$ cat config.mk
export PLATFORM = sky130hd
export DESIGN_NAME = alu_cmd_driver_flat
export DESIGN_NICKNAME = d
export VERILOG_FILES = /design/src/rtl/alu_cmd_driver_if.sv /design/src/rtl/alu_cmd_driver.sv /design/src/flat_wrapper.sv
export SDC_FILE = /design/constraint.sdc
export NUM_CORES = 1
export LEC_CHECK = 0
export ABC_CLOCK_PERIOD_IN_PS = 3000
export CAP_MARGIN = 20
export CELL_PAD_IN_SITES_DETAIL_PLACEMENT = 0
export CELL_PAD_IN_SITES_GLOBAL_PLACEMENT = 1
export CORE_AREA = 4 4 146 148
export CTS_CLUSTER_DIAMETER = 120
export DETAILED_ROUTE_END_ITERATION = 6
export DIE_AREA = 0 0 150 152
export PLACE_DENSITY = 0.88
export SYNTH_ARGS = -nofsm -noshare
export SYNTH_HDL_FRONTEND = slang
export SYNTH_SLANG_ARGS = --single-unit
$ cat constraint.sdc
create_clock -name clk -period 3 [get_ports clk]
set_clock_uncertainty 0.05 [all_clocks]
set_input_delay 0.45 -clock clk [delete_from_list [all_inputs] [get_ports clk]]
set_output_delay 0.45 -clock clk [all_outputs]
set_load 0.02 [all_outputs]
$ cat src/rtl/alu_cmd_driver_if.sv
// Command and response handshake bundle between a command producer and alu_cmd_driver.
// The producer side uses the master modport; the driver uses the slave modport.
interface alu_cmd_driver_if #(
    parameter int unsigned WIDTH = 16
) ();
    logic             cmd_valid;
    logic             cmd_ready;
    logic [2:0]       cmd_op;
    logic [WIDTH-1:0] cmd_a;
    logic [WIDTH-1:0] cmd_b;
    logic             cmd_use_acc;
    logic             rsp_valid;
    logic             rsp_ready;
    logic [WIDTH-1:0] rsp_result;
    logic [2:0]       rsp_op;
    logic             rsp_err;

    modport master (
        output cmd_valid, cmd_op, cmd_a, cmd_b, cmd_use_acc, rsp_ready,
        input  cmd_ready, rsp_valid, rsp_result, rsp_op, rsp_err
    );

    modport slave (
        input  cmd_valid, cmd_op, cmd_a, cmd_b, cmd_use_acc, rsp_ready,
        output cmd_ready, rsp_valid, rsp_result, rsp_op, rsp_err
    );
endinterface

$ cat src/rtl/alu_cmd_driver.sv
// Command-side initiator for the combinational ALU: buffers commands in a FIFO, issues them
// one at a time, captures the result and returns it; an accumulator can stand in for operand a.
module alu_cmd_driver #(
    parameter int unsigned DEPTH = 4,
    parameter int unsigned WIDTH = 16
) (
    input  logic                       clk,
    input  logic                       rst,
    alu_cmd_driver_if.slave            bus,
    output logic [WIDTH-1:0]           alu_a,
    output logic [WIDTH-1:0]           alu_b,
    output logic [2:0]                 alu_control,
    input  logic [WIDTH-1:0]           alu_result,
    output logic [WIDTH-1:0]           acc,
    output logic [$clog2(DEPTH):0]     count,
    output logic                       busy
);
    localparam int unsigned AW = $clog2(DEPTH);
    localparam int unsigned CW = AW + 1;

    localparam logic [1:0] S_IDLE  = 2'd0;
    localparam logic [1:0] S_ISSUE = 2'd1;
    localparam logic [1:0] S_RESP  = 2'd2;

    localparam logic [2:0] OP_MAX_LEGAL = 3'b100;

    logic [2:0]       op_mem     [DEPTH];
    logic [WIDTH-1:0] a_mem      [DEPTH];
    logic [WIDTH-1:0] b_mem      [DEPTH];
    logic             use_acc_mem[DEPTH];

    logic [AW-1:0]    wr_ptr;
    logic [AW-1:0]    rd_ptr;
    logic             full;
    logic             empty;
    logic             push;
    logic             load;

    logic [1:0]       state;
    logic [1:0]       state_nx;

    logic             rsp_valid_q;
    logic [WIDTH-1:0] rsp_result_q;
    logic [2:0]       rsp_op_q;
    logic             rsp_err_q;
    logic             rsp_hs;

    assign full  = (count == CW'(DEPTH));
    assign empty = (count == '0);

    // Full refuses a push even when a pop lands on the same edge.
    assign bus.cmd_ready = !full && !rst;
    assign push          = bus.cmd_valid && !full && !rst;

    assign bus.rsp_valid  = rsp_valid_q;
    assign bus.rsp_result = rsp_result_q;
    assign bus.rsp_op     = rsp_op_q;
    assign bus.rsp_err    = rsp_err_q;

    assign rsp_hs = rsp_valid_q && bus.rsp_ready;
    assign busy   = (state != S_IDLE) || !empty;

    always_comb begin
        state_nx = state;
        load     = 1'b0;
        case (state)
            S_IDLE: begin
                if (!empty) begin
                    state_nx = S_ISSUE;
                    load     = 1'b1;
                end
            end
            S_ISSUE: begin
                state_nx = S_RESP;
            end
            S_RESP: begin
                if (rsp_hs) begin
                    if (!empty) begin
                        state_nx = S_ISSUE;
                        load     = 1'b1;
                    end else begin
                        state_nx = S_IDLE;
                    end
                end
            end
            default: begin
                state_nx = S_IDLE;
            end
        endcase
    end

    // Storage carries no reset; pointers and count define what is valid.
    always_ff @(posedge clk) begin
        if (push) begin
            op_mem[wr_ptr]      <= bus.cmd_op;
            a_mem[wr_ptr]       <= bus.cmd_a;
            b_mem[wr_ptr]       <= bus.cmd_b;
            use_acc_mem[wr_ptr] <= bus.cmd_use_acc;
        end
    end

    always_ff @(posedge clk) begin
        if (rst) begin
            wr_ptr <= '0;
            rd_ptr <= '0;
            count  <= '0;
        end else begin
            if (push) begin
                wr_ptr <= wr_ptr + AW'(1);
            end
            if (load) begin
                rd_ptr <= rd_ptr + AW'(1);
            end
            case ({push, load})
                2'b10:   count <= count + CW'(1);
                2'b01:   count <= count - CW'(1);
                default: count <= count;
            endcase
        end
    end

    always_ff @(posedge clk) begin
        if (rst) begin
            state        <= S_IDLE;
            alu_a        <= '0;
            alu_b        <= '0;
            alu_control  <= '0;
            rsp_valid_q  <= 1'b0;
            rsp_result_q <= '0;
            rsp_op_q     <= '0;
            rsp_err_q    <= 1'b0;
            acc          <= '0;
        end else begin
            state <= state_nx;

            if (load) begin
                alu_a       <= use_acc_mem[rd_ptr] ? acc : a_mem[rd_ptr];
                alu_b       <= b_mem[rd_ptr];
                alu_control <= op_mem[rd_ptr];
            end

            // Illegal codes still produce a response, but never disturb the accumulator.
            if (state == S_ISSUE) begin
                rsp_valid_q  <= 1'b1;
                rsp_result_q <= alu_result;
                rsp_op_q     <= alu_control;
                rsp_err_q    <= (alu_control > OP_MAX_LEGAL);
                if (alu_control <= OP_MAX_LEGAL) begin
                    acc <= alu_result;
                end
            end else if (rsp_hs) begin
                rsp_valid_q <= 1'b0;
            end
        end
    end
endmodule

$ cat src/flat_wrapper.sv
// flat-port wrapper written by rule: the top's interface ports become plain ports
module alu_cmd_driver_flat 
#(
    parameter int unsigned DEPTH = 4,
    parameter int unsigned WIDTH = 16
)
  (clk, rst, alu_a, alu_b, alu_control, alu_result, acc, count, busy, bus_cmd_valid, bus_cmd_op, bus_cmd_a, bus_cmd_b, bus_cmd_use_acc, bus_rsp_ready, bus_cmd_ready, bus_rsp_valid, bus_rsp_result, bus_rsp_op, bus_rsp_err);
  alu_cmd_driver_if #(.WIDTH(WIDTH)) bus_i ();
  input  logic clk;
  input  logic rst;
  output logic [WIDTH-1:0] alu_a;
  output logic [WIDTH-1:0] alu_b;
  output logic [2:0] alu_control;
  input  logic [WIDTH-1:0] alu_result;
  output logic [WIDTH-1:0] acc;
  output logic [$clog2(DEPTH):0] count;
  output logic busy;
  input wire logic [$bits(bus_i.cmd_valid)-1:0] bus_cmd_valid;
  input wire logic [$bits(bus_i.cmd_op)-1:0] bus_cmd_op;
  input wire logic [$bits(bus_i.cmd_a)-1:0] bus_cmd_a;
  input wire logic [$bits(bus_i.cmd_b)-1:0] bus_cmd_b;
  input wire logic [$bits(bus_i.cmd_use_acc)-1:0] bus_cmd_use_acc;
  input wire logic [$bits(bus_i.rsp_ready)-1:0] bus_rsp_ready;
  output wire logic [$bits(bus_i.cmd_ready)-1:0] bus_cmd_ready;
  output wire logic [$bits(bus_i.rsp_valid)-1:0] bus_rsp_valid;
  output wire logic [$bits(bus_i.rsp_result)-1:0] bus_rsp_result;
  output wire logic [$bits(bus_i.rsp_op)-1:0] bus_rsp_op;
  output wire logic [$bits(bus_i.rsp_err)-1:0] bus_rsp_err;
  assign bus_i.cmd_valid = bus_cmd_valid;
  assign bus_i.cmd_op = bus_cmd_op;
  assign bus_i.cmd_a = bus_cmd_a;
  assign bus_i.cmd_b = bus_cmd_b;
  assign bus_i.cmd_use_acc = bus_cmd_use_acc;
  assign bus_i.rsp_ready = bus_rsp_ready;
  assign bus_cmd_ready = bus_i.cmd_ready;
  assign bus_rsp_valid = bus_i.rsp_valid;
  assign bus_rsp_result = bus_i.rsp_result;
  assign bus_rsp_op = bus_i.rsp_op;
  assign bus_rsp_err = bus_i.rsp_err;
  alu_cmd_driver #(.DEPTH(DEPTH), .WIDTH(WIDTH)) u_core (.clk(clk), .rst(rst), .bus(bus_i), .alu_a(alu_a), .alu_b(alu_b), .alu_control(alu_control), .alu_result(alu_result), .acc(acc), .count(count), .busy(busy));
endmodule
After elaboration in Yosys (flattened, before gate mapping)
Memory sizes are Yosys's and may differ from the RTL's. A register that Yosys moved wholly into a read port is not among the register bits. Index checks and enable logic that the tools add are counted.

Add/subtract/negate cells: 4. Multipliers: 0. Div/mod/pow operators: 0. $lt $le $gt $ge: 2. Eq/ne operators: 7. Shift operators: 0. Multiplexer cells: 17. Bitwise gates (word level): 0. Reductions and logical operators: 15.

Operators by type and width (count): $mux W16 (1); $mux W2 (6); $mux W1 (7); $pmux W2 S3 (1); $pmux W3 S2 (1); $reduce_bool A2 Y1 (3); $add A2 B1 Y2 const B (2); $eq A2 B1 Y1 const B (2); $eq A2 B2 Y1 const B (2); $logic_and A1 B1 Y1 (4); $reduce_and A2 Y1 (2); $add A3 B1 Y3 const B (1); $eq A3 B3 Y1 const B (1); $gt A3 B3 Y1 const B (1); $le A3 B3 Y1 const B (1); $logic_not A1 Y1 (3); $logic_not A3 Y1 (1); $sub A3 B1 Y3 const B (1); $logic_not A2 Y1 (1); $ne A2 B1 Y1 const B (1); $ne A2 B2 Y1 const B (1); $pmux W1 S2 (1); $logic_or A1 B1 Y1 (1).

Register bits: 62. Bits in latches: 0. Memory bits (writable): 144. Memory bits (read-only): 0. Input port bits: 56. Output and inout bits: 77. Word-level logic and storage cells: 59. Memories: 4.

Memories: u_core.a_mem (depth 4, width 16, rd ports 1, clocked after memory_dff 1, wr ports 1, line alu_cmd_driver.sv:28) `logic [WIDTH-1:0] a_mem [DEPTH];`; u_core.b_mem (depth 4, width 16, rd ports 1, clocked after memory_dff 1, wr ports 1, line alu_cmd_driver.sv:29) `logic [WIDTH-1:0] b_mem [DEPTH];`; u_core.op_mem (depth 4, width 3, rd ports 1, clocked after memory_dff 1, wr ports 1, line alu_cmd_driver.sv:27) `logic [2:0] op_mem [DEPTH];`; u_core.use_acc_mem (depth 4, width 1, rd ports 1, clocked after memory_dff 1, wr ports 1, line alu_cmd_driver.sv:30) `logic use_acc_mem[DEPTH];`.

Logic depth before layout (Yosys ltp)
Gate-level depths: netlist of the first run.

Word-level depth: 6. Gate-level depth with buffers: 9. Gate-level depth less buffers: 9.

Least setup slack after synthesis of the first run
No wires, ideal clock.

Path kind: register to register. Start point: register u_core.rsp_valid_q, in the netlist u_core.bus.rsp_valid. End point: register u_core.count[2]. Setup time: 0.070 ns. Data arrival time: 2.466 ns. Required time: 2.880 ns. Path slack: 0.413 ns. Stages on the path, launching flop included: 10. Path buffers: 1. Period minus slack after synthesis: 2.587 ns. Cell sequence: dfxtp_1 > a21boi_2 > nor3_2 > clkbuf_1 > ha_1 > inv_1 > fa_1 > xor2_1 > or3_1 > a21oi_1.

Cells in the longest elaborated chain, start to end: 5. Elaborated cells on any way between the ends: 7. Those cells by class: 2 x eq/ne; 3 x mux; 2 x reduce/logical.

Ends and longest elaborated chain: start, declared (line alu_cmd_driver.sv:42) `logic rsp_valid_q;`; start signal, assigned (line alu_cmd_driver.sv:128) `rsp_valid_q <= 1'b0;`; start signal, assigned (line alu_cmd_driver.sv:144) `rsp_valid_q <= 1'b1;`; start signal, assigned (line alu_cmd_driver.sv:152) `rsp_valid_q <= 1'b0;`; $logic_and A1 B1 Y1 * (line alu_cmd_driver.sv:60) `assign rsp_hs = rsp_valid_q && bus.rsp_ready;`; $mux W1 * (line alu_cmd_driver.sv:77) `if (rsp_hs) begin`; $pmux W1 S2 * (line alu_cmd_driver.sv:66) `case (state)`; net u_core.load (line alu_cmd_driver.sv:37) `logic load;`; $eq A2 B1 Y1 / $eq A2 B2 Y1 (equally long branches) (line alu_cmd_driver.sv:114) `case ({push, load})`; $pmux W3 S2 / $reduce_bool A2 Y1 (equally long branches); end signal, assigned (line alu_cmd_driver.sv:115) `2'b10: count <= count + CW'(1);`; end signal, assigned (line alu_cmd_driver.sv:116) `2'b01: count <= count - CW'(1);`; end signal, assigned (line alu_cmd_driver.sv:117) `default: count <= count;`; end, declared (line alu_cmd_driver.sv:15) `output logic [$clog2(DEPTH):0] count,`.

The timed path passes the listed nets; every way through them passes the cells marked *. A chain may end at the register's enable or synchronous reset.

Worst setup path in the final report of the first run
Start point: register u_core.count[0]. End point: output port busy.

Cells in the longest elaborated chain, start to end: 3.

Ends and longest elaborated chain: $logic_not A3 Y1 (line alu_cmd_driver.sv:49) `assign empty = (count == '0);`; $logic_not A1 Y1 (line alu_cmd_driver.sv:61) `assign busy = (state != S_IDLE) || !empty;`; $logic_or A1 B1 Y1 (line alu_cmd_driver.sv:61); end, declared (line flat_wrapper.sv:17) `output logic busy;`.

No other way between the ends.

==> flow_summary_export.csv, run 1 <==
group,metric,value,unit
cts,clk_path_buf_depth,3,
cts,numCtsBuffers,22,
critical_path,path_class,"reg2out",
place,detailed_place.area,10300,um^2
critical_path,worstPathMaxFanout,6,
floorplanning,core,20000,um^2
timing,setup_slack,0.325,ns
global_routing,grt_max_degree,86,
layout,fin_area,11000,um^2
min_path,worstHoldPathType,"reg2reg",
route,vias,5692,
floorplanning,die_w,150,um
synthesis,syn_inst,581,
route,ant_nets,0,
timing,hold_slack,0.404,ns
power,p_leak,3.62,nW
timing,slew_headroom,35.0,%
place,dpl.cell_count,958,
power,power.switching,3.29,mW
critical_path,arrival,2.17,ns
layout,area_growth,27.0,%
timing,finalHoldViolations,0,
power,p_seq_share,41.2,%
layout,drive_gt1_share,13.0,%
power,p_int,6.64,mW
cts,tritoncts,"yes",
floorplanning,die_y,152,um
critical_path,path_buf_inv,1,
cts,cts_resized,0,
synthesis,syn_nets,643,
cts,ctsHoldBuffers,0,
critical_path,cp_cell_sequence,"or3_1 -> or3_1 -> clkdlybuf4s50_1",
synthesis,synth_cell_types,40,
power,pwr-share-comb,32.0,%
synthesis,syn-cell-area,8680,um^2
global_routing,antenna_found_initial,2,
route,firstDrtPassIters,5,
run_status,status,"complete, no violations",
place,preCtsSetupSlack,0.300,ns
place,place.gp.congestion,0.790,
place,portBuffers,132,
route,post_drt_via_cell_ratio,5.69,
timing,max_freq,374,MHz
synthesis,ys_ff_latch,227,
synthesis,ys_seq_area_share,68.9,%
floorplanning,io_pins,133,
route,drcViolationCount,0,
flow_run,drv_cap,0,
cts,cts-root-buf,"clkbuf_16",
place,hpwl,14300,um
power,p_per_area,901,nW/um^2
power,total_power,9.94,mW
timing,fin_crit_sh,89.2,%
route,wl,21600,um
timing,fin_crit,2.67,ns
timing,slew_violations,0,
power,power_frac_clock,26.8,%
synthesis,ys_warn_count,0,
timing,setup_tns,0,ns
global_routing,grt-ovfl-total,0,
global_routing,grt_pass1_vias,5913,
critical_path,required,2.50,ns
route,post_drt_wl_per_cell,21.6,um
power,vdd_drop_max,0.381,mV
timing,rsz0062_at_grt,"false",
cts,h-tree-depth,1,
layout,fin_cells,1000,
critical_path,timing.critical_path.from_type,"register",
floorplanning,die_area,22800,um^2
route,drt_iter0_markers,319,
critical_path,cp_top_family,"simple AND/OR/NAND/NOR gates",
layout,fin_nets,774,
cts,clk_pin_slew,0.06,ns
global_routing,grt_pass1_wl,33600,um
cts,clock_sinks,227,
global_routing,grt_usage,18.7,%
critical_path,crit_path_frequent_cell,"or3_1",
floorplanning,rows,52,
cts,clock_latency,0.50,ns
critical_path,slowest_delay,0.57,ns
synthesis,avgSynthCellArea,14.9,um^2
power,switching_share,33.1,%
timing,finalSetupViolCount,0,
critical_path,cp-end-kind,"output port",
critical_path,worst_path_max_delay_cell,"clkdlybuf4s50_1",
floorplanning,initial_core_util,43.3,%
timing,worst_pin_slew,0.973,ns
cts,cts_setup_buffers,0,
layout,final_util,55.0,%
-- metal layers --
layer | part of all wire [%] | global-route usage, % | up-vias
li1 | - | - | 2538
met4 | 2.5 | 6.32 | 0
met5 | 0 | 0 | -
met3 | 7.3 | 3.93 | 40
met2 | 50 | 31.1 | 240
met1 | 40 | 24.4 | 2874
-- power by group through the flow --
stage	Combinational [mW]	Sequential (mW)	Clock, mW
after detailed placement	3.18	4.15	0
final	3.18	4.10	2.66
after CTS	3.20	4.09	2.72
after global placement	3.06	4.13	0
after floorplan	1.69	4.33	0
after global routing	3.42	4.14	2.85
-- placed cells by master, fill, tap and decap left out, types with 3 or more instances in the layout --
| cell type | count |
|---|---|
| a31oi_1 | 16 |
| mux4_2 | 27 |
| nand3_1 | 16 |
| nor2_1 | 8 |
| clkdlybuf4s50_1 | 131 |
| buf_4 | 21 |
| or3_1 | 3 |
| nand2_1 | 38 |
| mux4_1 | 9 |
| nand4_1 | 20 |
| a21oi_1 | 60 |
| edfxtp_1 | 144 |
| clkbuf_1 | 7 |
| and2_2 | 4 |
| clkbuf_16 | 24 |
| clkbuf_8 | 3 |
| o21ai_0 | 17 |
| inv_1 | 7 |
| ha_1 | 5 |
| dfxtp_1 | 83 |
| clkinv_2 | 3 |
| a211oi_1 | 18 |
| o31ai_1 | 21 |
| mux2i_1 | 16 |
-- path summary, 6_finish.rpt --
path / start / to / slack [ns] / cells after the start
worst max-delay path: u_core.count[0]$_SDFFE_PP0P_ / busy / 0.33 / 3
worst min-delay path: u_core.bus.rsp_result[13]$_SDFFE_PP0P_ / u_core.bus.rsp_result[13]$_SDFFE_PP0P_ / 0.40 / 2
worst max register to register: u_core.count[2]$_SDFFE_PP0P_ / u_core.count[2]$_SDFFE_PP0P_ / 0.45 / 10
worst min register to register: u_core.bus.rsp_result[13]$_SDFFE_PP0P_ / u_core.bus.rsp_result[13]$_SDFFE_PP0P_ / 0.40 / 2
-- registers in the layout (all words and copies together), names as in the netlist, 4 cells and up, named ones only --
name / count
u_core.a_mem: 64
u_core.alu_a: 16
u_core.op_mem: 12
u_core.b_mem: 64
u_core.bus.rsp_result: 16
u_core.alu_b: 16
u_core.acc: 16
u_core.use_acc_mem: 4
-- synthesized netlist by cell type --
library cell  count  share of area (%)
mux4_2           27                7.0
nor3b_1           1              0.086
and2_1            4               0.29
buf_2             9               0.52
clkbuf_1         29                1.3
o21ai_0          17               0.98
nor3_2            2               0.23
mux2_2            2               0.26
buf_4             1              0.086
a211oi_1         18                1.6
buf_1             5               0.22
a21boi_2          1               0.13
nor4_1            1              0.072
ha_1              5               0.72
nand2_1          38                1.6
nand3_1          16               0.92
o21ai_1           1              0.058
nor2_1            8               0.35
buf_12            1               0.23
fa_1              1               0.23
nor2b_1           2               0.14
nand2b_1          2               0.14
edfxtp_1        144                 50
xor2_1            2               0.20
o21a_1            1              0.086
clkinv_1          1              0.043
mux4_1            9                2.7
a21bo_2           1               0.12
a31oi_1          16                1.2
buf_6             2               0.26
inv_1             7               0.30
or3_1             3               0.22
or4_1             2               0.17
nor3_1            1              0.058
a21oi_1          60                3.5
mux2i_1          16                1.8
clkbuf_2          1              0.058
nand4_1          20                1.4
o31ai_1          21                1.8
dfxtp_1          83                 19
-- worst min-delay path: stages (launching register included) --
cell and delay (ns):
dfxtp_1 0.31, nand2_1 0.05, a21oi_1 0.05
-- kinds of logic (layout without fill, tap and decap cells) --
group / count (synthesis) / in the layout / share of synthesized area (%)
flops: 227 / 227 / 68.9
compound gates: 136 / 136 / 9.35
simple gates: 100 / 100 / 5.76
buf+inv: 56 / 203 / 2.97
mux: 54 / 54 / 11.8
fa+ha+maj: 6 / 6 / 0.951
xor+xnor: 2 / 2 / 0.202
other cells: 0 / 2 / 0
-- area by class of cell --
| type | instances | area (um^2) |
|---|---|---|
| Antenna cell | 2 | 5.00 |
| Tap cell | 270 | 338 |
| Clock buffer | 34 | 668 |
| Multi-Input combinational cell | 298 | 2450 |
| Inverter | 8 | 30.0 |
| Sequential cell | 227 | 5990 |
| Clock inverter | 6 | 37.5 |
| Timing Repair Buffer | 155 | 1510 |
| Fill cell | 1587 | 9010 |
Power figures use the tool's default switching activity.
==> inputs of run 2 (changes only) <==
ABC_CLOCK_PERIOD_IN_PS = 3200   (was 3000)
CORE_AREA = 4 4 140 142   (was 4 4 146 148)
DIE_AREA = 0 0 144 146   (was 0 0 150 152)
PLACE_DENSITY = 0.94   (was 0.88)
clock period = 3.2 ns   (was 3 ns; I/O delays follow)
==> run 2 against run 1 <==
  * Register-to-register slack gained 0.27 ns
  * First-iteration DRC count grew 89%
  * Power shrank 6.9%
  * Critical path depth is the same
  * Largest cell class unchanged
  * Core utilization grew 4.2 points
  * Global-route usage grew 1.6 points
  * Clock-buffer cell count shrank 4
  * Sequential power shrank 7.1%
  * Worst hold slack gained 0.0015 ns
  * Setup slack gained 0.014 ns
  * Clock power shrank 11%
  * Design area shrank 0.94%
==> flow_summary_export.csv, run 2 (synthesis gave the netlist of run 1 again) <==
group,metric,value,unit
run_status,status,"complete, no violations",
power,p_leak,3.61,nW
cts,clk_path_buf_depth,3,
cts,clk_pin_slew,0.06,ns
min_path,worstHoldPathType,"reg2reg",
critical_path,slowest_delay,0.71,ns
floorplanning,io_pins,133,
place,preCtsSetupSlack,0.492,ns
route,firstDrtPassIters,7,
critical_path,cp-end-kind,"output port",
global_routing,grt_pass1_vias,5722,
power,total_power,9.25,mW
global_routing,antenna_found_initial,1,
place,portBuffers,132,
floorplanning,die_area,21000,um^2
critical_path,path_class,"reg2out",
cts,cts_setup_buffers,0,
power,power_frac_clock,25.8,%
timing,finalSetupViolCount,0,
timing,slew_headroom,30.7,%
timing,setup_slack,0.340,ns
floorplanning,die_y,146,um
route,drcViolationCount,0,
timing,setup_tns,0,ns
cts,tritoncts,"yes",
power,p_per_area,847,nW/um^2
flow_run,drv_cap,0,
layout,reg.largest.list,"u_core.a_mem: 64 flops, u_core.b_mem: 64 flops",
power,pwr-share-comb,33.0,%
timing,max_freq,350,MHz
global_routing,grt_max_degree,86,
global_routing,grt_pass1_wl,33200,um
place,place.gp.congestion,0.798,
power,power.switching,3.13,mW
cts,ctsHoldBuffers,0,
route,ant_nets,0,
layout,fin_area,10900,um^2
layout,final_cell_mix,"edfxtp_1, clkdlybuf4s50_1, dfxtp_1",
route,drt_iter0_markers,602,
route,wl,21700,um
critical_path,cp_top_family,"buffers and inverters",
layout,final_common_cell,"edfxtp_1",
cts,clock_sinks,227,
floorplanning,rows,50,
cts,clock_latency,0.50,ns
route,vias,5759,
floorplanning,initial_core_util,47.1,%
timing,slew_violations,0,
timing,worst_pin_slew,1.04,ns
global_routing,grt_usage,20.3,%
critical_path,required,2.67,ns
layout,area_growth,25.8,%
route,post_drt_via_cell_ratio,5.96,
critical_path,path_buf_inv,2,
power,p_int,6.12,mW
floorplanning,die_w,144,um
critical_path,worstPathMaxFanout,15,
timing,rsz0062_at_grt,"false",
cts,h-tree-depth,1,
cts,numCtsBuffers,23,
critical_path,cp_cell_sequence,"buf_4 -> or3_1 -> clkdlybuf4s50_1",
power,p_seq_share,41.2,%
critical_path,arrival,2.33,ns
cts,cts-root-buf,"clkbuf_16",
cts,cts_resized,0,
global_routing,grt-ovfl-total,0,
layout,fin_nets,777,
layout,drive_gt1_share,13.0,%
timing,fin_crit,2.86,ns
critical_path,worst_path_max_delay_cell,"dfxtp_1",
floorplanning,core,18500,um^2
timing,fin_crit_sh,89.4,%
place,hpwl,13800,um
timing,finalHoldViolations,0,
critical_path,timing.critical_path.from_type,"register",
route,post_drt_wl_per_cell,22.4,um
timing,hold_slack,0.406,ns
power,vdd_drop_max,0.468,mV
place,detailed_place.area,10300,um^2
power,switching_share,33.9,%
layout,fillers,1321,
==> run 2: changes by cell type in the layout (fill, tap and decap cells not counted), moves of 2 or more <==
cell,previous run,this run
buf_12,2,0
buf_4,21,25
clkbuf_8,3,0
clkinv_1,1,4
clkinv_2,3,6
==> run 2: power groups by stage <==
stage          registers, mW  clock network [mW]  logic (mW)
2_1_floorplan           4.06                   0        1.58
6_report                3.81                2.38        3.05
5_1_grt                 3.85                2.55        3.24
3_5_place_dp            3.86                   0        3.02
3_3_place_gp            3.83                   0        2.93
4_1_cts                 3.81                2.42        3.05
==> run 2: worst register-to-register path, delay by kind of cell (launching register included) <==
family | cells | cell delay (ns)
and+or+nand+nor | 3 | 0.81
DFF | 1 | 0.41
AOI/OAI and AO/OA | 1 | 0.16
adders and majority gates | 2 | 0.53
xor gates and xnor gates | 1 | 0.15
buffers and inverters | 3 | 0.28
==> run 2: layer usage <==
layer | track usage [%] | vias to the layer above | wire [um]
li1 | - | 2535 | -
met1 | 26.8 | 2901 | 8220
met2 | 33.6 | 275 | 11000
met3 | 4.27 | 48 | 1970
met4 | 6.45 | 0 | 524
met5 | 0 | - | 0
==> run 2: through the flow <==
step,utilization (%),cells
floorplan,-,581
global placement,55.6,924
detailed placement,55.6,924
CTS,59.2,965
global route,59.2,966
finish,59.2,966
==> run 2: layout make-up <==
cell class / count / area (um^2) / area share, %
inverters: 8 / 30.0 / 0.275
clock buffers: 30 / 602 / 5.51
diodes: 1 / 2.50 / 0.0229
repair buffers: 157 / 1500 / 13.8
well taps: 234 / 293 / 2.68
flip-flops and latches: 227 / 5990 / 54.8
multi-input cells: 298 / 2450 / 22.4
clock inverters: 11 / 57.6 / 0.527
==> run 2: final timing paths <==
kind                                              start  cells past startpoint                               endpoint  slack (ns)
hold reg to reg   u_core.bus.rsp_result[7]$_SDFFE_PP0P_                      2  u_core.bus.rsp_result[7]$_SDFFE_PP0P_        0.41
setup / recovery           u_core.state[0]$_SDFFE_PP0P_                      3                                   busy        0.34
hold / removal    u_core.bus.rsp_result[7]$_SDFFE_PP0P_                      2  u_core.bus.rsp_result[7]$_SDFFE_PP0P_        0.41
setup reg to reg           u_core.count[2]$_SDFFE_PP0P_                     10           u_core.count[2]$_SDFFE_PP0P_        0.72
